[config.mk]
export PLATFORM = sky130hd
export DESIGN_NAME = alu_result_stage_flat
export DESIGN_NICKNAME = d
export VERILOG_FILES = /design/src/rtl/alu_result_if.sv /design/src/rtl/alu_result_stage.sv /design/src/flat_wrapper.sv
export SDC_FILE = /design/constraint.sdc
export NUM_CORES = 1
export LEC_CHECK = 0
export CAP_MARGIN = 20
export CORE_AREA = 2 2 81 102
export CTS_BUF_LIST = sky130_fd_sc_hd__clkbuf_16
export CTS_CLUSTER_SIZE = 30
export DETAILED_ROUTE_END_ITERATION = 16
export DIE_AREA = 0 0 83 104
export GPL_TIMING_DRIVEN = 0
export PLACE_DENSITY = 0.86
export SYNTH_ARGS = -nofsm -noshare
export SYNTH_HDL_FRONTEND = slang
export SYNTH_SLANG_ARGS = --single-unit
[constraint.sdc]
create_clock -name clk -period 3.8 [get_ports clk]
set_clock_uncertainty 0.1 [all_clocks]
set_input_delay 0.76 -clock clk [delete_from_list [all_inputs] [get_ports clk]]
set_output_delay 0.76 -clock clk [all_outputs]
set_load 0.01 [all_outputs]
[src/rtl/alu_result_if.sv]
// Valid/ready result bus between the execute stage and the memory/writeback stage.
// The master drives valid and the payload. The slave drives ready.
interface alu_result_if #(
    parameter int N  = 32,
    parameter int RW = 4
);
    logic          valid;
    logic          ready;
    logic [N-1:0]  c;
    logic          cout;
    logic          zero;
    logic          overflow;
    logic          divz;
    logic [RW-1:0] rd;
    logic          wen;

    modport master (output valid, c, cout, zero, overflow, divz, rd, wen, input ready);
    modport slave  (input valid, c, cout, zero, overflow, divz, rd, wen, output ready);
endinterface

[src/rtl/alu_result_stage.sv]
// Two-entry elastic buffer for execute-stage results, plus sticky status flags.
// in_ready comes from registered count only, so no combinational path runs from out_ready.
module alu_result_stage #(
    parameter int N  = 32,
    parameter int RW = 4
) (
    input  logic                clk,
    input  logic                rst_n,
    input  logic                flush,
    input  logic                clr_sticky,
    alu_result_if.slave         in_if,
    alu_result_if.master        out_if,
    output logic [3:0]          sticky,
    output logic [1:0]          occupancy
);
    typedef struct packed {
        logic [N-1:0]  c;
        logic          cout;
        logic          zero;
        logic          overflow;
        logic          divz;
        logic [RW-1:0] rd;
        logic          wen;
    } entry_t;

    entry_t     mem [2];
    logic       rd_ptr, wr_ptr;
    logic [1:0] count;
    logic       push, pop;
    entry_t     in_ent, head;

    assign in_if.ready = (count != 2'd2);
    assign push        = in_if.valid && in_if.ready;
    assign pop         = out_if.valid && out_if.ready;
    assign occupancy   = count;

    always_comb begin
        in_ent.c        = in_if.c;
        in_ent.cout     = in_if.cout;
        in_ent.zero     = in_if.zero;
        in_ent.overflow = in_if.overflow;
        in_ent.divz     = in_if.divz;
        in_ent.rd       = in_if.rd;
        in_ent.wen      = in_if.wen;
    end

    always_ff @(posedge clk or negedge rst_n) begin
        if (!rst_n) begin
            mem[0] <= '0;
            mem[1] <= '0;
            rd_ptr <= 1'b0;
            wr_ptr <= 1'b0;
            count  <= 2'd0;
        end else if (flush) begin
            rd_ptr <= 1'b0;
            wr_ptr <= 1'b0;
            count  <= 2'd0;
        end else begin
            if (push) begin
                mem[wr_ptr] <= in_ent;
                wr_ptr      <= ~wr_ptr;
            end
            if (pop) rd_ptr <= ~rd_ptr;
            // A simultaneous push and pop leaves count unchanged.
            if (push && !pop)      count <= count + 2'd1;
            else if (pop && !push) count <= count - 2'd1;
        end
    end

    // A clear issued together with an accepted push keeps only the new flags.
    always_ff @(posedge clk or negedge rst_n) begin
        if (!rst_n)
            sticky <= 4'b0;
        else if (clr_sticky && push && !flush)
            sticky <= {in_if.divz, in_if.overflow, in_if.cout, in_if.zero};
        else if (clr_sticky)
            sticky <= 4'b0;
        else if (push && !flush)
            sticky <= sticky | {in_if.divz, in_if.overflow, in_if.cout, in_if.zero};
    end

    assign head = mem[rd_ptr];

    always_comb begin
        out_if.valid    = (count != 2'd0);
        out_if.c        = '0;
        out_if.cout     = 1'b0;
        out_if.zero     = 1'b0;
        out_if.overflow = 1'b0;
        out_if.divz     = 1'b0;
        out_if.rd       = '0;
        out_if.wen      = 1'b0;
        if (out_if.valid) begin
            out_if.c        = head.c;
            out_if.cout     = head.cout;
            out_if.zero     = head.zero;
            out_if.overflow = head.overflow;
            out_if.divz     = head.divz;
            out_if.rd       = head.rd;
            out_if.wen      = head.wen;
        end
    end
endmodule

[src/flat_wrapper.sv]
// flat-port wrapper written by rule: the top's interface ports become plain ports
module alu_result_stage_flat 
#(
    parameter int N  = 32,
    parameter int RW = 4
)
  (clk, rst_n, flush, clr_sticky, sticky, occupancy, in_if_valid, in_if_c, in_if_cout, in_if_zero, in_if_overflow, in_if_divz, in_if_rd, in_if_wen, in_if_ready, out_if_valid, out_if_c, out_if_cout, out_if_zero, out_if_overflow, out_if_divz, out_if_rd, out_if_wen, out_if_ready);
  alu_result_if #(.N(N), .RW(RW)) in_if_i ();
  alu_result_if #(.N(N), .RW(RW)) out_if_i ();
  input  logic clk;
  input  logic rst_n;
  input  logic flush;
  input  logic clr_sticky;
  output logic [3:0] sticky;
  output logic [1:0] occupancy;
  input wire logic [$bits(in_if_i.valid)-1:0] in_if_valid;
  input wire logic [$bits(in_if_i.c)-1:0] in_if_c;
  input wire logic [$bits(in_if_i.cout)-1:0] in_if_cout;
  input wire logic [$bits(in_if_i.zero)-1:0] in_if_zero;
  input wire logic [$bits(in_if_i.overflow)-1:0] in_if_overflow;
  input wire logic [$bits(in_if_i.divz)-1:0] in_if_divz;
  input wire logic [$bits(in_if_i.rd)-1:0] in_if_rd;
  input wire logic [$bits(in_if_i.wen)-1:0] in_if_wen;
  output wire logic [$bits(in_if_i.ready)-1:0] in_if_ready;
  output wire logic [$bits(out_if_i.valid)-1:0] out_if_valid;
  output wire logic [$bits(out_if_i.c)-1:0] out_if_c;
  output wire logic [$bits(out_if_i.cout)-1:0] out_if_cout;
  output wire logic [$bits(out_if_i.zero)-1:0] out_if_zero;
  output wire logic [$bits(out_if_i.overflow)-1:0] out_if_overflow;
  output wire logic [$bits(out_if_i.divz)-1:0] out_if_divz;
  output wire logic [$bits(out_if_i.rd)-1:0] out_if_rd;
  output wire logic [$bits(out_if_i.wen)-1:0] out_if_wen;
  input wire logic [$bits(out_if_i.ready)-1:0] out_if_ready;
  assign in_if_i.valid = in_if_valid;
  assign in_if_i.c = in_if_c;
  assign in_if_i.cout = in_if_cout;
  assign in_if_i.zero = in_if_zero;
  assign in_if_i.overflow = in_if_overflow;
  assign in_if_i.divz = in_if_divz;
  assign in_if_i.rd = in_if_rd;
  assign in_if_i.wen = in_if_wen;
  assign in_if_ready = in_if_i.ready;
  assign out_if_valid = out_if_i.valid;
  assign out_if_c = out_if_i.c;
  assign out_if_cout = out_if_i.cout;
  assign out_if_zero = out_if_i.zero;
  assign out_if_overflow = out_if_i.overflow;
  assign out_if_divz = out_if_i.divz;
  assign out_if_rd = out_if_i.rd;
  assign out_if_wen = out_if_i.wen;
  assign out_if_i.ready = out_if_ready;
  alu_result_stage #(.N(N), .RW(RW)) u_core (.clk(clk), .rst_n(rst_n), .flush(flush), .clr_sticky(clr_sticky), .in_if(in_if_i), .out_if(out_if_i), .sticky(sticky), .occupancy(occupancy));
endmodule
Yosys cells after proc, flatten, opt, wreduce, memory -nomap -nowiden:

Index checks and enable logic that the tools add are counted.

* equal/unequal tests: 1
* $lt $le $gt $ge: 3
* bitwise logic cells: 6
* reduce and logical (&&, ||, !) cells: 17
* add/sub/neg operators: 2
* muxes and demuxes: 23

Operators with widths (count)
* $mux W41: 4
* $bwmux W82: 1
* $demux W41 S1: 1
* $mux W32: 1
* $mux W4: 4
* $mux W1: 9
* $logic_and A1 B1 Y1: 8
* $mux W2: 3
* $reduce_bool A2 Y1: 3
* $reduce_bool A3 Y1: 2
* $ge A2 B2 Y1 const B: 2
* $not A1 Y2: 2
* $or A4 B4 Y4: 1
* $logic_not A1 Y1: 3
* $not A1 Y1: 3
* $add A2 B1 Y2 const B: 1
* $lt A2 B1 Y1 const B: 1
* $ne A2 B2 Y1 const B: 1
* $reduce_and A2 Y1: 1
* $sub A2 B1 Y2 const B: 1

* input bits: 47
* output and inout port bits: 49
* word-level logic and storage cells: 70
* register bits: 90

Longest topological paths before layout:

* word-level depth: 7
* depth in mapped cells: 5
* gate-level depth less buffers: 4

Least setup slack after synthesis:

OpenSTA, ideal clock, no wires.

* path kind: register to output
* from: register u_core.count[0] (netlist: u_core.occupancy[0])
* to: output port out_if_c[0]
* slack: 1784 ps
* required time: 2940 ps
* stages on the path, launching flop included: 4
* data arrival time: 1156 ps
* buffers on the path: 1
* cell sequence: dfrtp_1 -> nor2_1 -> clkbuf_1 -> nor2_1

* word-level cells in the longest chain between the ends: 2

Ends and longest elaborated chain
* start, declared: RTL line alu_result_stage.sv:28 `logic [1:0] count;`
* start signal, assigned: RTL line alu_result_stage.sv:65 `if (push && !pop) count <= count + 2'd1;`
* start signal, assigned: RTL line alu_result_stage.sv:66 `else if (pop && !push) count <= count - 2'd1;`
* $reduce_bool A2 Y1: RTL line alu_result_stage.sv:85 `out_if.valid = (count != 2'd0);`
* $mux W32: RTL line alu_result_stage.sv:93 `if (out_if.valid) begin`
* end, declared: RTL line flat_wrapper.sv:26 `output wire logic [$bits(out_if_i.c)-1:0] out_if_c;`

No other way between the ends.

Worst setup path after layout:

* from: register u_core.count[0] (netlist: u_core.occupancy[0])
* to: output port out_if_c[1]

Same word-level chain as after synthesis.

==> results.sh <==
export IMPL_outcome="complete, no violations"
export IMPL_cts_buffers=9
export IMPL_setup_viol_count_final=0
export IMPL_critPathTopFamily="buffers and inverters"
export IMPL_yosys_warnings=0
export IMPL_hold_buffers=0
export IMPL_rrSetupSlack_ns=1.93
export IMPL_dp_slack_ns=0.954
export IMPL_crit_buf_inv=2
export IMPL_core_um2=7700
export IMPL_fin_nets=453
export IMPL_synthToLayoutAreaGrowth_pct=34.1
export IMPL_yosysMostFrequentCell="dfrtp_1"
export IMPL_p_leak_nw=2.24
export IMPL_start_util=0.525
export IMPL_ys_top_cells_by_area="dfrtp_1, mux2_2, mux2i_1"
export IMPL_post_drt_wl_per_cell_um=16.7
export IMPL_regArea_um2=2250
export IMPL_netlist_instances=299
export IMPL_hold_path_class="in -> async"
export IMPL_dp_cells=490
export IMPL_critPathRequiredTime_ns=2.94
export IMPL_clk_pin_slew_ns=0.06
export IMPL_grt_usage=0.206
export IMPL_synthArstFlopShare=1.00
export IMPL_rsz0062_at_grt="false"
export IMPL_cts_buffer_depth=2
export IMPL_max_slew_worst_pin_slew_ns=0.509
export IMPL_via_count=2650
export IMPL_place_gp_congestion=0.759
export IMPL_cts_htree_levels=3
export IMPL_crit_fanout=10
export IMPL_synthFlopType="dfrtp_1"
export IMPL_synth_top_cell_area_share=0.557
export IMPL_yosysSeqAreaShare=0.557
export IMPL_syn_nets=346
export IMPL_maxSlewHeadroom=0.661
export IMPL_crit_chain="nor2_1 -> clkbuf_1 -> nor2_1 -> clkdlybuf4s50_1"
export IMPL_reg2reg_to="u_core.mem[8]"
export IMPL_slowest_delay_ns=0.52
export IMPL_min_period_over_period=0.828
export IMPL_die_y_um=104
export IMPL_crit_path_start_kind="flop"
export IMPL_worst_slack_ns=0.652
export IMPL_irDropWorstVdd_v=0.000329
export IMPL_gr_total_overflow=0
export IMPL_insertion_delay_ns=0.33
export IMPL_fmax_ghz=0.318
export IMPL_drc=0
export IMPL_powerDensity_nw_per_um2=513
export IMPL_postCtsSetupRepairBufs=0
export IMPL_die_width_um=83
export IMPL_final_util=0.705
export IMPL_fin_setup_tns_ns=0
export IMPL_cts_resized=0
export IMPL_synth_area_leader_cell="dfrtp_1"
export IMPL_max_cap_violations=0
export IMPL_stdcell_count=506
export IMPL_cp_common_cell="nor2_1"
export IMPL_wirelength_um=8430
export IMPL_hold_viol_final=0
export IMPL_synth_edf_count=0
export IMPL_syn_area_um2=4050
export IMPL_antenna_found_initial=0
export IMPL_grt_pass1_vias=2867
export IMPL_ff2ff_path_depth=5
export IMPL_power_mw=2.78
export IMPL_drt_iter0_markers=120
export IMPL_worstReg2RegStart="u_core.occupancy[1]"
export IMPL_num_rows=36
export IMPL_maxSlewViolCount=0
export IMPL_syn_area_per_cell_um2=13.5
export IMPL_fin_area_um2=5430
export IMPL_grt_max_degree=55
export IMPL_drt_first_pass_iters=4
export IMPL_tritoncts="built"
export IMPL_num_antenna_cells=0
export IMPL_cts_root_buf="clkbuf_16"
export IMPL_synth_cell_types=26
export IMPL_period_needed_ns=3.15
export IMPL_fin_hold_ws_ns=0.290
export IMPL_fill_cells=536
export IMPL_clock_sinks=90
export IMPL_slowest_stage="clkdlybuf4s50_1"
export IMPL_ys_top_cells_by_count="dfrtp_1, mux2_2, nor2_1"
export IMPL_ys_ff_latch=90
export IMPL_avgViaCountPerCell=5.24
export IMPL_crit_type="reg -> out"
export IMPL_crit_path_end_kind="output pin"
export IMPL_io_buffers=95
export IMPL_detail_route_antenna_nets=0
export IMPL_ios=96
export IMPL_grt_pass1_wl_um=14100
export IMPL_hpwl_um=5910
export IMPL_arrival_ns=2.29
export IMPL_place_area_um2=5140
export IMPL_dieArea_um2=8630
export IMPL_final_layout_size_suffix_gt1_frac=0.263
export IMPL_multi_input_area_um2=1660
==> flip-flops by register name, indices dropped and copies added (netlist names) <==
| signal | flops |
|---|---|
| u_core.wr_ptr | 1 |
| u_core.occupancy | 2 |
| u_core.mem | 82 |
| u_core.sticky | 4 |
| u_core.rd_ptr | 1 |
==> cells by family after synthesis <==
logic type	synth area share
AO/OA/AOI/OAI	0.0182
XOR/XNOR	0.00217
buffers and inverters	0.0319
flip-flops	0.557
multiplexers	0.330
AND/OR/NAND/NOR	0.0612
==> worst max path at each step <==
stage | start | to | slack (ns) | cells after the start
after floorplan | u_core.occupancy[0] | out_if_c[0] | 1.78 | 3
after global placement | rst_n | u_core.mem[15] | -1.21 | 1
after detailed placement | u_core.occupancy[0] | out_if_c[17] | 0.95 | 4
after CTS | u_core.occupancy[0] | out_if_c[28] | 0.60 | 4
after global routing | u_core.occupancy[0] | out_if_c[13] | 0.49 | 4
final | u_core.occupancy[0] | out_if_c[1] | 0.65 | 4
==> layer usage <==
layer | vias to the layer above | routed length [um] | global-route usage
li1 | 1260 | - | -
met2 | 55 | 4310 | 0.339
met3 | 10 | 315 | 0.0476
met1 | 1325 | 3660 | 0.260
met4 | 0 | 143 | 0.0890
met5 | - | 0 | 0
==> layout by cell type (no fill, tap or decap), types with 2 or more instances in the layout <==
cell type,count
buf_4,5
mux2_2,77
mux2i_1,41
clkinv_1,3
o21ai_0,3
buf_6,4
buf_2,4
nor2_1,44
clkbuf_16,9
dfrtp_1,90
a22o_1,4
clkbuf_1,5
inv_1,4
mux2_1,5
a21oi_1,2
clkdlybuf4s50_1,94
==> area by class of cell <==
class	instances	area share
clock inverters	7	0.0113
clock buffers	9	0.0415
plain buffers	17	0.0210
inverters	4	0.00277
multi-input cells	188	0.307
well taps	95	0.0219
flip-flops and latches	90	0.415
repair buffers	96	0.180
==> power breakdown <==
part	switching, mW	leakage (nW)	internal [mW]	total (mW)
sequential	0.110	1.08	1.18	1.29
clock	0.352	0.139	0.501	0.853
combinational	0.252	1.02	0.390	0.643
total	0.713	2.24	2.07	2.78
Power figures use the tool's default switching activity.
